## src/rtl/fp_normalize_round.sv

```systemverilog
// Iterative normalize-and-round stage: unnormalized sign/exp/magnitude to IEEE-754 binary32 plus RISC-V fflags.
// Define FP_SUBNORMAL_EN to produce correctly rounded subnormals; otherwise tiny results flush to signed zero.
module fp_normalize_round #(
  parameter int unsigned MAX_DENORM_SHIFT = 25
) (
  input  logic        CLK,
  input  logic        nRST,
  input  logic        in_valid,
  output logic        in_ready,
  input  logic        in_sign,
  input  logic [10:0] in_exp,
  input  logic [31:0] in_mant,
  input  logic [2:0]  in_frm,
  output logic        out_valid,
  input  logic        out_ready,
  output logic [31:0] out_result,
  output logic [4:0]  out_fflags
);

  localparam int unsigned EW = 11;
  localparam int unsigned MW = 32;
  localparam int unsigned CW = $clog2(MAX_DENORM_SHIFT + 1);

`ifdef FP_SUBNORMAL_EN
  localparam bit SubnormEn = 1'b1;
`else
  localparam bit SubnormEn = 1'b0;
`endif

  localparam logic [2:0] FRM_RTZ = 3'b001;
  localparam logic [2:0] FRM_RDN = 3'b010;
  localparam logic [2:0] FRM_RUP = 3'b011;
  localparam logic [2:0] FRM_RMM = 3'b100;

  typedef enum logic [2:0] {
    S_IDLE, S_NORM, S_DENORM, S_ROUND, S_DONE
  } state_e;

  state_e                state_q, state_d;
  logic                  sign_q, sign_d;
  logic signed [EW-1:0]  exp_q, exp_d;
  logic [MW-1:0]         mant_q, mant_d;
  logic [2:0]            frm_q, frm_d;
  logic                  tiny_q, tiny_d;
  logic [CW-1:0]         cnt_q, cnt_d;
  logic                  in_ready_q, in_ready_d;
  logic                  out_valid_q, out_valid_d;
  logic [31:0]           out_result_q, out_result_d;
  logic [4:0]            out_fflags_q, out_fflags_d;

  logic                  exp_le0, exp_ge255;
  logic [EW-1:0]         denorm_need;
  logic                  guard, sticky, nx, round_up, ovf_inf;
  logic [30:0]           rounded;

  assign exp_le0     = exp_q[EW-1] || (exp_q == '0);
  assign exp_ge255   = !exp_q[EW-1] && (exp_q >= EW'(255));
  assign denorm_need = EW'(1) - exp_q;

  assign guard   = mant_q[7];
  assign sticky  = |mant_q[6:0];
  assign nx      = guard | sticky;
  // Increment spans the exponent field so carries cross subnormal->normal and frac->exp.
  assign rounded = {exp_q[7:0], mant_q[30:8]} + 31'(round_up);

  // Round-up decision and overflow saturation target by rounding mode; reserved codes act as RNE.
  always_comb begin
    round_up = guard & (sticky | mant_q[8]);
    ovf_inf  = 1'b1;
    case (frm_q)
      FRM_RTZ: begin round_up = 1'b0;                      ovf_inf = 1'b0;    end
      FRM_RDN: begin round_up = sign_q & (guard | sticky);  ovf_inf = sign_q;  end
      FRM_RUP: begin round_up = !sign_q & (guard | sticky); ovf_inf = !sign_q; end
      FRM_RMM: begin round_up = guard;                      ovf_inf = 1'b1;    end
      default: ;
    endcase
  end

  always_ff @(posedge CLK or negedge nRST) begin
    if (!nRST) begin
      state_q      <= S_IDLE;
      sign_q       <= 1'b0;
      exp_q        <= '0;
      mant_q       <= '0;
      frm_q        <= '0;
      tiny_q       <= 1'b0;
      cnt_q        <= '0;
      in_ready_q   <= 1'b1;
      out_valid_q  <= 1'b0;
      out_result_q <= '0;
      out_fflags_q <= '0;
    end else begin
      state_q      <= state_d;
      sign_q       <= sign_d;
      exp_q        <= exp_d;
      mant_q       <= mant_d;
      frm_q        <= frm_d;
      tiny_q       <= tiny_d;
      cnt_q        <= cnt_d;
      in_ready_q   <= in_ready_d;
      out_valid_q  <= out_valid_d;
      out_result_q <= out_result_d;
      out_fflags_q <= out_fflags_d;
    end
  end

  always_comb begin
    state_d      = state_q;
    sign_d       = sign_q;
    exp_d        = exp_q;
    mant_d       = mant_q;
    frm_d        = frm_q;
    tiny_d       = tiny_q;
    cnt_d        = cnt_q;
    out_valid_d  = out_valid_q;
    out_result_d = out_result_q;
    out_fflags_d = out_fflags_q;

    unique case (state_q)
      S_IDLE: begin
        if (in_valid && in_ready_q) begin
          sign_d  = in_sign;
          exp_d   = in_exp;
          mant_d  = in_mant;
          frm_d   = in_frm;
          state_d = S_NORM;
        end
      end
      S_NORM: begin
        if (mant_q[MW-1] || (mant_q == '0)) begin
          tiny_d = exp_le0 && (mant_q != '0);
          // DENORM is unreachable (and pruned) when subnormal support is off.
          if (exp_le0 && (mant_q != '0) && SubnormEn) begin
            cnt_d   = (denorm_need > EW'(MAX_DENORM_SHIFT)) ? CW'(MAX_DENORM_SHIFT) : CW'(denorm_need);
            state_d = S_DENORM;
          end else begin
            state_d = S_ROUND;
          end
        end else begin
          mant_d = {mant_q[MW-2:0], 1'b0};
          exp_d  = exp_q - EW'(1);
        end
      end
      S_DENORM: begin
        mant_d = {1'b0, mant_q[MW-1:2], mant_q[1] | mant_q[0]};
        cnt_d  = cnt_q - CW'(1);
        if (cnt_q <= CW'(1)) begin
          exp_d   = '0;
          state_d = S_ROUND;
        end
      end
      S_ROUND: begin
        out_valid_d = 1'b1;
        state_d     = S_DONE;
        if (mant_q == '0) begin
          out_result_d = {sign_q, 31'h0};
          out_fflags_d = 5'b00000;
        end else if (tiny_q && !SubnormEn) begin
          out_result_d = {sign_q, 31'h0};
          out_fflags_d = 5'b00011;
        end else if (exp_ge255 || (rounded[30:23] == 8'hFF)) begin
          out_result_d = {sign_q, ovf_inf ? 31'h7F80_0000 : 31'h7F7F_FFFF};
          out_fflags_d = 5'b00101;
        end else begin
          out_result_d = {sign_q, rounded};
          out_fflags_d = {3'b000, tiny_q & nx, nx};
        end
      end
      S_DONE: begin
        if (out_ready) begin
          out_valid_d = 1'b0;
          state_d     = S_IDLE;
        end
      end
      default: state_d = S_IDLE;
    endcase

    in_ready_d = (state_d == S_IDLE);
  end

  assign in_ready   = in_ready_q;
  assign out_valid  = out_valid_q;
  assign out_result = out_result_q;
  assign out_fflags = out_fflags_q;

endmodule

```

## config.mk

```make
export PLATFORM = sky130hd
export DESIGN_NAME = fp_normalize_round
export DESIGN_NICKNAME = d
export VERILOG_FILES = /design/src/rtl/fp_normalize_round.sv
export SDC_FILE = /design/constraint.sdc
export NUM_CORES = 1
export LEC_CHECK = 0
export ABC_AREA = 1
export ABC_CLOCK_PERIOD_IN_PS = 6900
export CELL_PAD_IN_SITES_DETAIL_PLACEMENT = 0
export CELL_PAD_IN_SITES_GLOBAL_PLACEMENT = 1
export CORE_ASPECT_RATIO = 0.6
export CORE_MARGIN = 2
export CORE_UTILIZATION = 43
export DETAILED_ROUTE_END_ITERATION = 16
export GPL_TIMING_DRIVEN = 0
export MAX_ROUTING_LAYER = met4
export PLACE_DENSITY_LB_ADDON = 0.1
export SLEW_MARGIN = 25
export SYNTH_ARGS = -nofsm -noshare
export SYNTH_HDL_FRONTEND = slang
export SYNTH_SLANG_ARGS = --single-unit
```

## constraint.sdc

```tcl
create_clock -name CLK -period 6.9 [get_ports CLK]
set_clock_uncertainty 0.15 [all_clocks]
set_input_delay 1.035 -clock CLK [delete_from_list [all_inputs] [get_ports CLK]]
set_output_delay 1.035 -clock CLK [all_outputs]
set_load 0.02 [all_outputs]
```

Word level (Yosys, flattened, before mapping)
Index checks and enable logic that the tools add are counted.
{"block": "word_totals", "regBits": 95}
{"block": "classes", "reduce_logical": 21, "n_addsub": 3, "muxes": 23, "magnitude_cmp": 2, "n_eq_ne": 13, "bitwise": 7}
{"operator": "$pmux 32 s3", "count": 1}
{"operator": "$mux 31", "count": 3}
{"operator": "$mux 32", "count": 2}
{"operator": "$mux 11", "count": 3}
{"operator": "$pmux 11 s3", "count": 1}
{"operator": "$logic_not 32->1", "count": 1}
{"operator": "$reduce_bool 32->1", "count": 1}
{"operator": "$add 31x1->31", "count": 1}
{"operator": "$mux 24", "count": 1}
{"operator": "$mux 3", "count": 7}
{"operator": "$pmux 3 s5", "count": 1}
{"operator": "$eq 3x2->1 const B", "count": 4}
{"operator": "$ge 11x9->1 const B", "count": 1}
{"operator": "$logic_not 11->1", "count": 1}
{"operator": "$sub 11x2->11 const B", "count": 1}
{"operator": "$eq 8x8->1 const B", "count": 1}
{"operator": "$ne 2x2->1 const B", "count": 4}
{"operator": "$reduce_or 7->1", "count": 1}
{"operator": "$eq 3x1->1 const B", "count": 2}
{"operator": "$eq 3x3->1 const B", "count": 2}
{"operator": "$logic_not 3->1", "count": 2}
{"operator": "$reduce_and 2->1", "count": 3}
{"operator": "$le 5x1->1 const B", "count": 1}
{"operator": "$sub 5x1->5 const B", "count": 1}
{"operator": "other kinds (13)", "count": 23}

Longest topological paths before layout
Gate-level depths: netlist of run 1.
{"block": "logic_depth", "word_depth": 10, "depth_mapped": 22, "ltp_nobuf": 22}

Least setup slack after synthesis of run 1
Ideal clock, no wire load.
{"block": "synth_path", "path_type": "reg2reg", "startpoint": "reg mant_q[0]", "endpoint": "reg out_result_q[10], in the netlist out_result[10]", "required_ns": 6.633, "setup_time_ns": 0.117, "arrival_time_ns": 2.631, "period_less_slack_ns": 2.898, "path_buffers": 1, "stages_incl_launch_ff": 23, "path_slack_ns": 4.002, "cell_sequence": "dfrtp_1 nor2_1 nand3_1 nor3_1 a21oi_1 o311a_1 ha_1 ha_1 nand3_2 inv_1 nand2_2 nor2_4 nand2_1 nand2_1 nand2_1 nand2_1 nor2_2 nand2_4 nand2_4 nand2_4 buf_8 nand3_2 nand2_1"}
{"block": "synth_between", "elab_chain_len": 10}
{"element": "start, declared", "line_no": "42", "text": "logic [MW-1:0] mant_q, mant_d;"}
{"element": "start signal, assigned", "line_no": "96", "text": "mant_q <= mant_d;"}
{"element": "$reduce_or 7->1", "line_no": "61", "text": "assign sticky = |mant_q[6:0];"}
{"element": "$or 1x1->1, on equally long branches", "line_no": "68, 72, 73"}
{"element": "$and 1x1->1, on equally long branches", "line_no": "68, 72, 73"}
{"element": "$pmux 1 s4", "line_no": "70", "text": "case (frm_q)"}
{"element": "$add 31x1->31", "line_no": "64", "text": "assign rounded = {exp_q[7:0], mant_q[30:8]} + 31'(round_up);"}
{"element": "$eq 8x8->1", "line_no": "161", "text": "end else if (exp_ge255 || (rounded[30:23] == 8'hFF)) begin"}
{"element": "$logic_or 1x1->1", "line_no": "161"}
{"element": "$mux 31", "line_no": "161"}
{"element": "$mux 31", "line_no": "158", "text": "end else if (tiny_q && !SubnormEn) begin"}
{"element": "$mux 31 (*)", "line_no": "155", "text": "if (mant_q == '0) begin"}
{"element": "end signal, assigned", "line_no": "102", "text": "out_result_q <= out_result_d;"}
{"element": "end, declared", "line_no": "48", "text": "logic [31:0] out_result_q, out_result_d;"}
Every way passes the cells marked *; elsewhere a longest branch is shown, timed or not.
A chain may end at the register's enable or synchronous reset.

Worst setup path in the final report of run 1
{"block": "layout_path", "startpoint": "reg mant_q[0]", "endpoint": "reg out_result_q[17], in the netlist out_result[17]"}
The elaborated chain is that of the path after synthesis.

==> out/metrics.csv, run 1 <==
stage,metric,value,unit
final_layout,synthToLayoutAreaGrowth,24.6,%
floorplan,die_w,153,um
critical_path,start_kind,flip-flop,
status,run_status,completed,
final_layout,layout_commonest_cell,sky130_fd_sc_hd__nand2_1,
clocking,cts_hold_buffers,0,
floorplan,initial_utilization,44.3,%
clocking,post-cts-setup-buffer-count,0,
min_path,worst_hold_path_type,flip-flop to flip-flop,
clocking,tritoncts_buffer_count,9,
critical_path,endpoint_kind,flip-flop,
floorplan,floorplan.io_pins,90,
critical_path,timing.reg2reg.worst_path_depth,21,
critical_path,criticalPathCategory,flip-flop to flip-flop,
clocking,cts_tree,yes,
synth,async_s_r_ff_share_synth,100,%
grt,initial_antenna_violation_count,0,
clocking,root_buffer_cell,sky130_fd_sc_hd__clkbuf_16,
critical_path,worstReg2RegEnd,out_result[17],
drt,routed-via-count,5552,
clocking,ctsLongestPathBuffers,2,
sta,setup_violations,0,
grt,grt_pass1_wl,29100,um
sta,rsz_0062_raised_after_global_routing,no,
job,maxCapViolations,0,
synth,synthesis.area,5710,um2
grt,grt_max_degree,66,
grt,total_routing_resource_utilization_after_global_routing,27.0,%
synth,multiplexer_fraction_of_the_synthesized_cell_area,0,%
clocking,clk_latency,340,ps
final_layout,layout.cells.most_common_list,"214 x sky130_fd_sc_hd__nand2_1, 92 x sky130_fd_sc_hd__dfrtp_1, 86 x sky130_fd_sc_hd__clkdlybuf4s50_1",
drt,drtAntennaViolNets,0,
synth,synth_cell_types,41,
clocking,postCtsResizedCells,0,
floorplan,dieArea,14300,um2
synth,complex_gate_fraction_of_the_synthesized_area,13.5,%
drt,pre_repair_dr_iteration_count,5,
placed_design,placement.io_buffers,87,
final_layout,drive_gt1_share,9.78,%
min_path,hold-path-endpoint,cnt_q[4],
sta,maxSlewViolCount,0,
drt,drt_drc_violations_left,0,
sta,max_freq,0.283,GHz
placed_design,gpl.final_weighted_congestion,0.963,
floorplan,fp-row-count,32,
synth,ys_ff_latch,93,
floorplan,floorplan.die.height,93.3,um
clocking,clock_tree.htree_level_count,3,
grt,first_global_vias,5346,
synth,synthAdderAreaFrac,1.53,%
synth,synth_simple_gate_area_share,32.3,%
power,powerDensity,498,nW/um2
synth,yosysWarningCount,0,
sta,hold_viol,0,
floorplan,design.core.area,12900,um2
critical_path,arrival,3620,ps
synth,syn_area_per_cell,7.48,um2
critical_path,critPathMaxFanout,10,
synth,post_synth_xor_area_fraction,4.14,%
sta,post-route-period-util,51.2,%
synth,number_of_synthesized_flops_with_an_enable_pin,0,
final_layout,antennaDiodeCount,0,
synth,yosys_most_used_dff,sky130_fd_sc_hd__dfrtp_1,
critical_path,crit_required,6980,ps
sta,timing_worst_slew_pin_value,755,ps
sta,slew-limit-headroom,49.4,%
grt,grt_overflow,0,
sta,fin_tns_setup,0,ps
clocking,cts.reportedPaths.clkPinSlew,70,ps
critical_path,worst_r2r_startpoint,mant_q[0],
clocking,clkSinkCount,93,
critical_path,regToRegSetupSlack,3370,ps
placed_design,detailed_place_hpwl,14100,um
synth,post_synth_inst_count,764,
synth,largest_family_of_logic_cells_by_synthesized_area,simple AND/OR/NAND/NOR gates,
power,fin_total_pwr,0.00355,W
power,power.ir.vdd_worst,0.000196,V
drt,wl,18000,um
power,cellLeakagePower,3.21,nW
final_layout,layout_nets,922,
drt,via_per_inst,5.34,
drt,route.detailed.wl_per_inst,17.3,um
synth,synth_sequential_area_ratio,40.7,%
min_path,holdCritStartpoint,cnt_q[4],
min_path,number_of_cells_on_the_worst_hold_path,1,
drt,drtIter0Drc,471,
sta,final_worst_path_period_need,3530,ps
[through the flow]
stage | worst slack (ps) | utilization, % | instances | hold slack (ps) | instance area, um2
6_report | 3370 | 55.2 | 1039 | 325 | 7120
3_5_place_dp | 3370 | 53.0 | 1023 | 313 | 6830
3_3_place_gp | 1110 | 52.8 | 1022 | 310 | 6800
4_1_cts | 3360 | 55.2 | 1039 | 325 | 7120
5_1_grt | 3100 | 55.2 | 1039 | 353 | 7120
2_1_floorplan | 4000 | - | 765 | 293 | 5720
[synthesized netlist by cell type, types with 2 or more instances]
cell,instances,area (um2)
sky130_fd_sc_hd__nand2_1,214,803
sky130_fd_sc_hd__dfrtp_1,92,2300
sky130_fd_sc_hd__inv_1,65,244
sky130_fd_sc_hd__nor2_1,60,225
sky130_fd_sc_hd__o21ai_0,53,265
sky130_fd_sc_hd__nand3_1,51,255
sky130_fd_sc_hd__a21oi_1,45,225
sky130_fd_sc_hd__o22ai_1,27,169
sky130_fd_sc_hd__xor2_1,25,219
sky130_fd_sc_hd__nand3_2,21,210
sky130_fd_sc_hd__clkbuf_1,16,60.1
sky130_fd_sc_hd__buf_2,12,60.1
sky130_fd_sc_hd__nor2_4,9,101
sky130_fd_sc_hd__nand4_1,8,50.1
sky130_fd_sc_hd__nor3_1,8,40.0
sky130_fd_sc_hd__ha_1,7,87.6
sky130_fd_sc_hd__inv_2,5,18.8
sky130_fd_sc_hd__nand2_2,5,31.3
sky130_fd_sc_hd__a221oi_1,4,35.0
sky130_fd_sc_hd__nand2_4,4,45.0
sky130_fd_sc_hd__nand3b_1,3,22.5
sky130_fd_sc_hd__nor2_2,3,18.8
sky130_fd_sc_hd__o21ai_1,3,15.0
sky130_fd_sc_hd__a32o_1,2,20.0
sky130_fd_sc_hd__buf_4,2,15.0
sky130_fd_sc_hd__buf_8,2,30.0
sky130_fd_sc_hd__nor3_2,2,20.0
sky130_fd_sc_hd__nor4_1,2,12.5
sky130_fd_sc_hd__xnor2_1,2,17.5
[worst max path at each step]
stage	start	to	slack (ps)	cells after the start
after floorplan	mant_q[0]	out_result[10]	4000	22
after global placement	nRST	out_result[3]	1110	1
after detailed placement	mant_q[0]	out_result[17]	3370	21
after CTS	mant_q[0]	out_result[20]	3360	21
after global routing	mant_q[0]	out_result[17]	3100	22
final	mant_q[0]	out_result[17]	3370	21
[sequential cells by signal, summed over array words and instances (netlist names)]
register    flops
mant_q         32
frm_q           3
out_fflags      3
out_result     32
cnt_q           5
exp_q          11
out_valid       1
tiny_q          1
sign_q          1
state_q         3
in_ready        1
[critical path, cell delays in order, from the launching register on]
cell	delay, ps
sky130_fd_sc_hd__dfrtp_1	400
sky130_fd_sc_hd__nor2_1	140
sky130_fd_sc_hd__nand3_1	110
sky130_fd_sc_hd__nor4_1	390
sky130_fd_sc_hd__inv_1	200
sky130_fd_sc_hd__o311a_1	180
sky130_fd_sc_hd__ha_1	230
sky130_fd_sc_hd__ha_1	230
sky130_fd_sc_hd__nand3_2	130
sky130_fd_sc_hd__nor2_4	60
sky130_fd_sc_hd__and2_1	180
sky130_fd_sc_hd__nand2_1	80
sky130_fd_sc_hd__nand2_1	40
sky130_fd_sc_hd__nand2_1	140
sky130_fd_sc_hd__nand2_2	80
sky130_fd_sc_hd__nor2_4	120
sky130_fd_sc_hd__nand2_4	90
sky130_fd_sc_hd__nand2_4	90
sky130_fd_sc_hd__nand2_4	90
sky130_fd_sc_hd__buf_8	160
sky130_fd_sc_hd__nand3_2	60
sky130_fd_sc_hd__nand2_1	60
[cell type report]
type / instances / area, um2
fill: 1225 / 5770
multi-input combinational: 567 / 2950
sequential: 93 / 2330
timing repair buffer: 88 / 900
inverter: 71 / 267
clock buffer: 12 / 256
tap: 170 / 213
buffer: 34 / 174
clock inverter: 4 / 32.5
[where the power goes]
part / leakage [nW] / switching (W) / total (W) / internal [W]
Combinational: 1.92 / 0.00128 / 0.00199 / 0.000709
Clock: 0.135 / 0.000223 / 0.000489 / 0.000266
Sequential: 1.16 / 0.000253 / 0.00107 / 0.000816
[per-layer routing]
layer,wire length [um],GRT usage (%),part of all wire (%),vias up
met1,9650,41.4,54,2636
met3,1140,5.38,6.3,16
met5,0,-,0,-
li1,-,-,-,2704
met2,7080,37.2,39,196
met4,124,4.09,0.69,0
[logic make-up (layout without fill, tap and decap cells)]
| family | Yosys count | count (layout) |
|---|---|---|
| buf+inv | 105 | 209 |
| compound gates | 139 | 139 |
| other cells | 1 | 2 |
| simple gates | 392 | 392 |
| xor+xnor | 27 | 27 |
| fa+ha+maj | 7 | 7 |
| flops | 93 | 93 |
No activity file was read; power rests on OpenSTA's default activity.
==> inputs of run 2 (changes only) <==
Settings changed: ABC_CLOCK_PERIOD_IN_PS 6900 to 3100, CORE_UTILIZATION 43 to 36.
Clock period 6.9 ns to 3.1 ns, I/O delays scaled along.
==> run 2 against run 1 <==
Compared with the run above: the flow now finishes with violations (negative setup slack); power rose by 140%; sequential share of layout area fell by 2.3 points; critical path depth rose by 1; final area rose by 7.7%; worst setup slack got worse by 3600 ps; register-to-register slack got worse by 3600 ps; combinational power rose by 150%; wire length rose by 6.5%; core utilization fell by 5.5 points; non-clock buffer count rose by 28; hold slack improved by 0.88 ps; cell count rose by 5.8%; largest power group unchanged.
==> out/metrics.csv, run 2 (synthesis gave the netlist of run 1 again) <==
stage,metric,value,unit,change
drt,pre_repair_dr_iteration_count,8,,+3
critical_path,criticalPathCategory,flip-flop to flip-flop,,
clocking,clkSinkCount,93,,unchanged
job,maxCapViolations,0,,unchanged
sta,maxSlewViolCount,0,,unchanged
critical_path,start_kind,flip-flop,,
power,cellLeakagePower,3.47,nW,+7.9%
grt,total_routing_resource_utilization_after_global_routing,24.0,%,-2.9 points
final_layout,post_layout_nonfiller_instances,1099,,+5.8%
critical_path,critPathMaxFanout,5,,-5
sta,final_critical_path_setup_slack,-215,ps,-3580 ps
clocking,root_buffer_cell,sky130_fd_sc_hd__clkbuf_16,,
final_layout,fill_cells,1585,,+29%
final_layout,drive_gt1_share,17.7,%,+8.0 points
critical_path,critical_path_buf_inv_count,3,,+1
power,cellInternalPower,0.00427,W,+140%
placed_design,detailed_place_hpwl,14600,um,+3.6%
critical_path,cp_slowest_cell,sky130_fd_sc_hd__dfrtp_1,,
drt,route.detailed.wl_per_inst,17.5,um,+0.73%
drt,drtIter0Drc,443,,-5.9%
critical_path,timing.critical_path.slowest_cell_delay,390,ps,about the same
power,power.share.sequential,28.2,%,-1.9 points
drt,drtAntennaViolNets,0,,unchanged
critical_path,endpoint_kind,flip-flop,,
clocking,clock_tree.htree_level_count,3,,unchanged
sta,max_freq,0.302,GHz,+6.6%
placed_design,placement.io_buffers,87,,unchanged
final_layout,layout.cells.most_common_list,"201 x sky130_fd_sc_hd__nand2_1, 92 x sky130_fd_sc_hd__dfrtp_1, 86 x sky130_fd_sc_hd__clkdlybuf4s50_1",,
drt,via_per_inst,5.09,,-4.7%
final_layout,synthToLayoutAreaGrowth,34.2,%,
power,fin_total_pwr,0.00841,W,+140%
clocking,cts_tree,yes,,
sta,hold_viol,0,,unchanged
final_layout,layout_nets,950,,+3.0%
sta,post-route-period-util,107,%,+56 points
final_layout,final_area,7670,um2,+7.7%
drt,routed-via-count,5598,,+0.83%
critical_path,cp_common_cell,sky130_fd_sc_hd__nand2_2,,
final_layout,layout_commonest_cell,sky130_fd_sc_hd__nand2_1,,
critical_path,cp_cell_sequence,"nor2_2, nand3_2, buf_6, nor4_4, inv_1, o311a_1, ha_4, ha_4, nand3_4, nor2_4, and2_4, nand2_1, nand2_1, nand2_2, nand2_2, nor2_4, nand2_4, nand2_4, nand2_8, buf_12, nand3_4, nand2_2",,
clocking,ctsLongestPathBuffers,2,,unchanged
placed_design,gpl.final_weighted_congestion,0.907,,-5.8%
power,pwr-share-clk,12.8,%,-1.0 points
final_layout,antennaDiodeCount,0,,unchanged
critical_path,critical_path.top_delay_family,simple AND/OR/NAND/NOR gates,,
sta,rsz_0062_raised_after_global_routing,yes,,
power,powerDensity,1100,nW/um2,+120%
floorplan,floorplan.die.height,102,um,+8.9%
floorplan,design.core.area,15400,um2,+20%
floorplan,initial_utilization,37.1,%,-7.3 points
clocking,clk_latency,340,ps,about the same
placed_design,dp_worst_setup_slack,-689,ps,-4060 ps
sta,fin_tns_setup,-5470,ps,-5470 ps
floorplan,die_w,167,um,+9.0%
floorplan,floorplan.io_pins,90,,unchanged
sta,timing_worst_slew_pin_value,790,ps,+34.9 ps
status,run_status,finished with violations,,
grt,grt_overflow,0,,unchanged
placed_design,place.detailed.instances,1056,,+3.2%
power,power_switching,0.00414,W,+140%
placed_design,detailed_place.area,6870,um2,+0.60%
sta,setup_violations,33,,+33
power,power.ir.vdd_worst,0.000432,V,+120%
sta,slew-limit-headroom,47.3,%,-2.0 points
grt,initial_antenna_violation_count,0,,unchanged
grt,grt_max_degree,54,,-18%
power,logic_gate_share_of_total_power,59.1,%,+3.0 points
critical_path,crit_required,3190,ps,-3790 ps
clocking,cts.reportedPaths.clkPinSlew,70,ps,about the same
grt,first_global_vias,5522,,+3.3%
floorplan,dieArea,16900,um2,+19%
drt,wl,19200,um,+6.5%
critical_path,arrival,3400,ps,-220 ps
power,p_sw_share,49.2,%,-0.29 points
sta,final_worst_path_period_need,3320,ps,-219 ps
clocking,tritoncts_buffer_count,9,,unchanged
status,failed_checks,negative setup slack,,
drt,drt_drc_violations_left,0,,unchanged
min_path,worst_hold_path_type,flip-flop to flip-flop,,
floorplan,fp-row-count,35,,+9.4%
grt,grt_pass1_wl,30700,um,+5.4%
==> run 2: cell count changes in the layout (fill, tap and decap cells not counted), sizes merged <==
cell and delta:
clkbuf -1, dlygate4sd3 +1, inv +1, clkinv -1, buf +27
==> run 2: repair_timing <==
| item | CTS | global route |
|---|---|---|
| hold buffers | 1 | 0 |
| gates cloned | 1 | 0 |
| endpoints found under the hold margin | 40 | 0 |
| pin swaps | 16 | 16 |
| buffers inserted | 16 | 10 |
| resized for setup | 43 | 26 |
| setup endpoints to repair | 53 | 44 |
==> run 2: layer usage <==
layer  part of all wire, %  global-route usage (%)  vias up
met3                   8.0                    6.29       15
met1                    52                    36.7     2631
met4                  0.73                    4.11        0
li1                      -                       -     2757
met5                     0                       -        -
met2                    39                    31.5      195
==> run 2: power groups by stage <==
| stage | Sequential (W) | Combinational, W | Clock (W) |
|---|---|---|---|
| 6_report | 0.00237 | 0.00497 | 0.00108 |
| 5_1_grt | 0.00245 | 0.00551 | 0.00117 |
| 4_1_cts | 0.00236 | 0.00478 | 0.00110 |
| 3_5_place_dp | 0.00236 | 0.00444 | 0 |
| 3_3_place_gp | 0.00235 | 0.00437 | 0 |
| 2_1_floorplan | 0.00248 | 0.00269 | 0 |
==> run 2: worst paths after layout <==
check	end	slack [ps]	start	depth (start not counted)
min reg2reg	cnt_q[4]	330	cnt_q[4]	1
max in group asynchronous	in_ready	1700	nRST	3
min in group asynchronous	cnt_q[1]	450	nRST	2
max reg2reg	out_result[19]	-220	mant_q[0]	22
min	cnt_q[4]	330	cnt_q[4]	1
max	out_result[19]	-220	mant_q[0]	22
==> run 2: area by class of cell <==
type | count | area (um2) | area share (%)
inverters | 71 | 267 | 3.48
flip-flops and latches | 93 | 2330 | 30.4
clock inverters | 4 | 32.5 | 0.424
plain buffers | 34 | 208 | 2.71
multi-input cells | 567 | 3180 | 41.5
well taps | 203 | 254 | 3.31
clock buffers | 11 | 253 | 3.30
repair buffers | 116 | 1150 | 15.0
==> run 2: worst register-to-register path, delay by kind of cell, from the launching register on <==
kind                     cells  cell delay [ps]
flip-flops                   1              390
adder cells (fa/ha/maj)      2              360
AO/OA/AOI/OAI                1              170
buffers and inverters        3              420
AND/OR/NAND/NOR             16             1720
==> run 2: per-stage QoR <==
step                hold WS [ps]  util (%)
CTS                          330      48.7
global route                 345      49.7
floorplan                   19.4         -
detailed placement           260      44.6
finish                       325      49.7
global placement             309      44.4
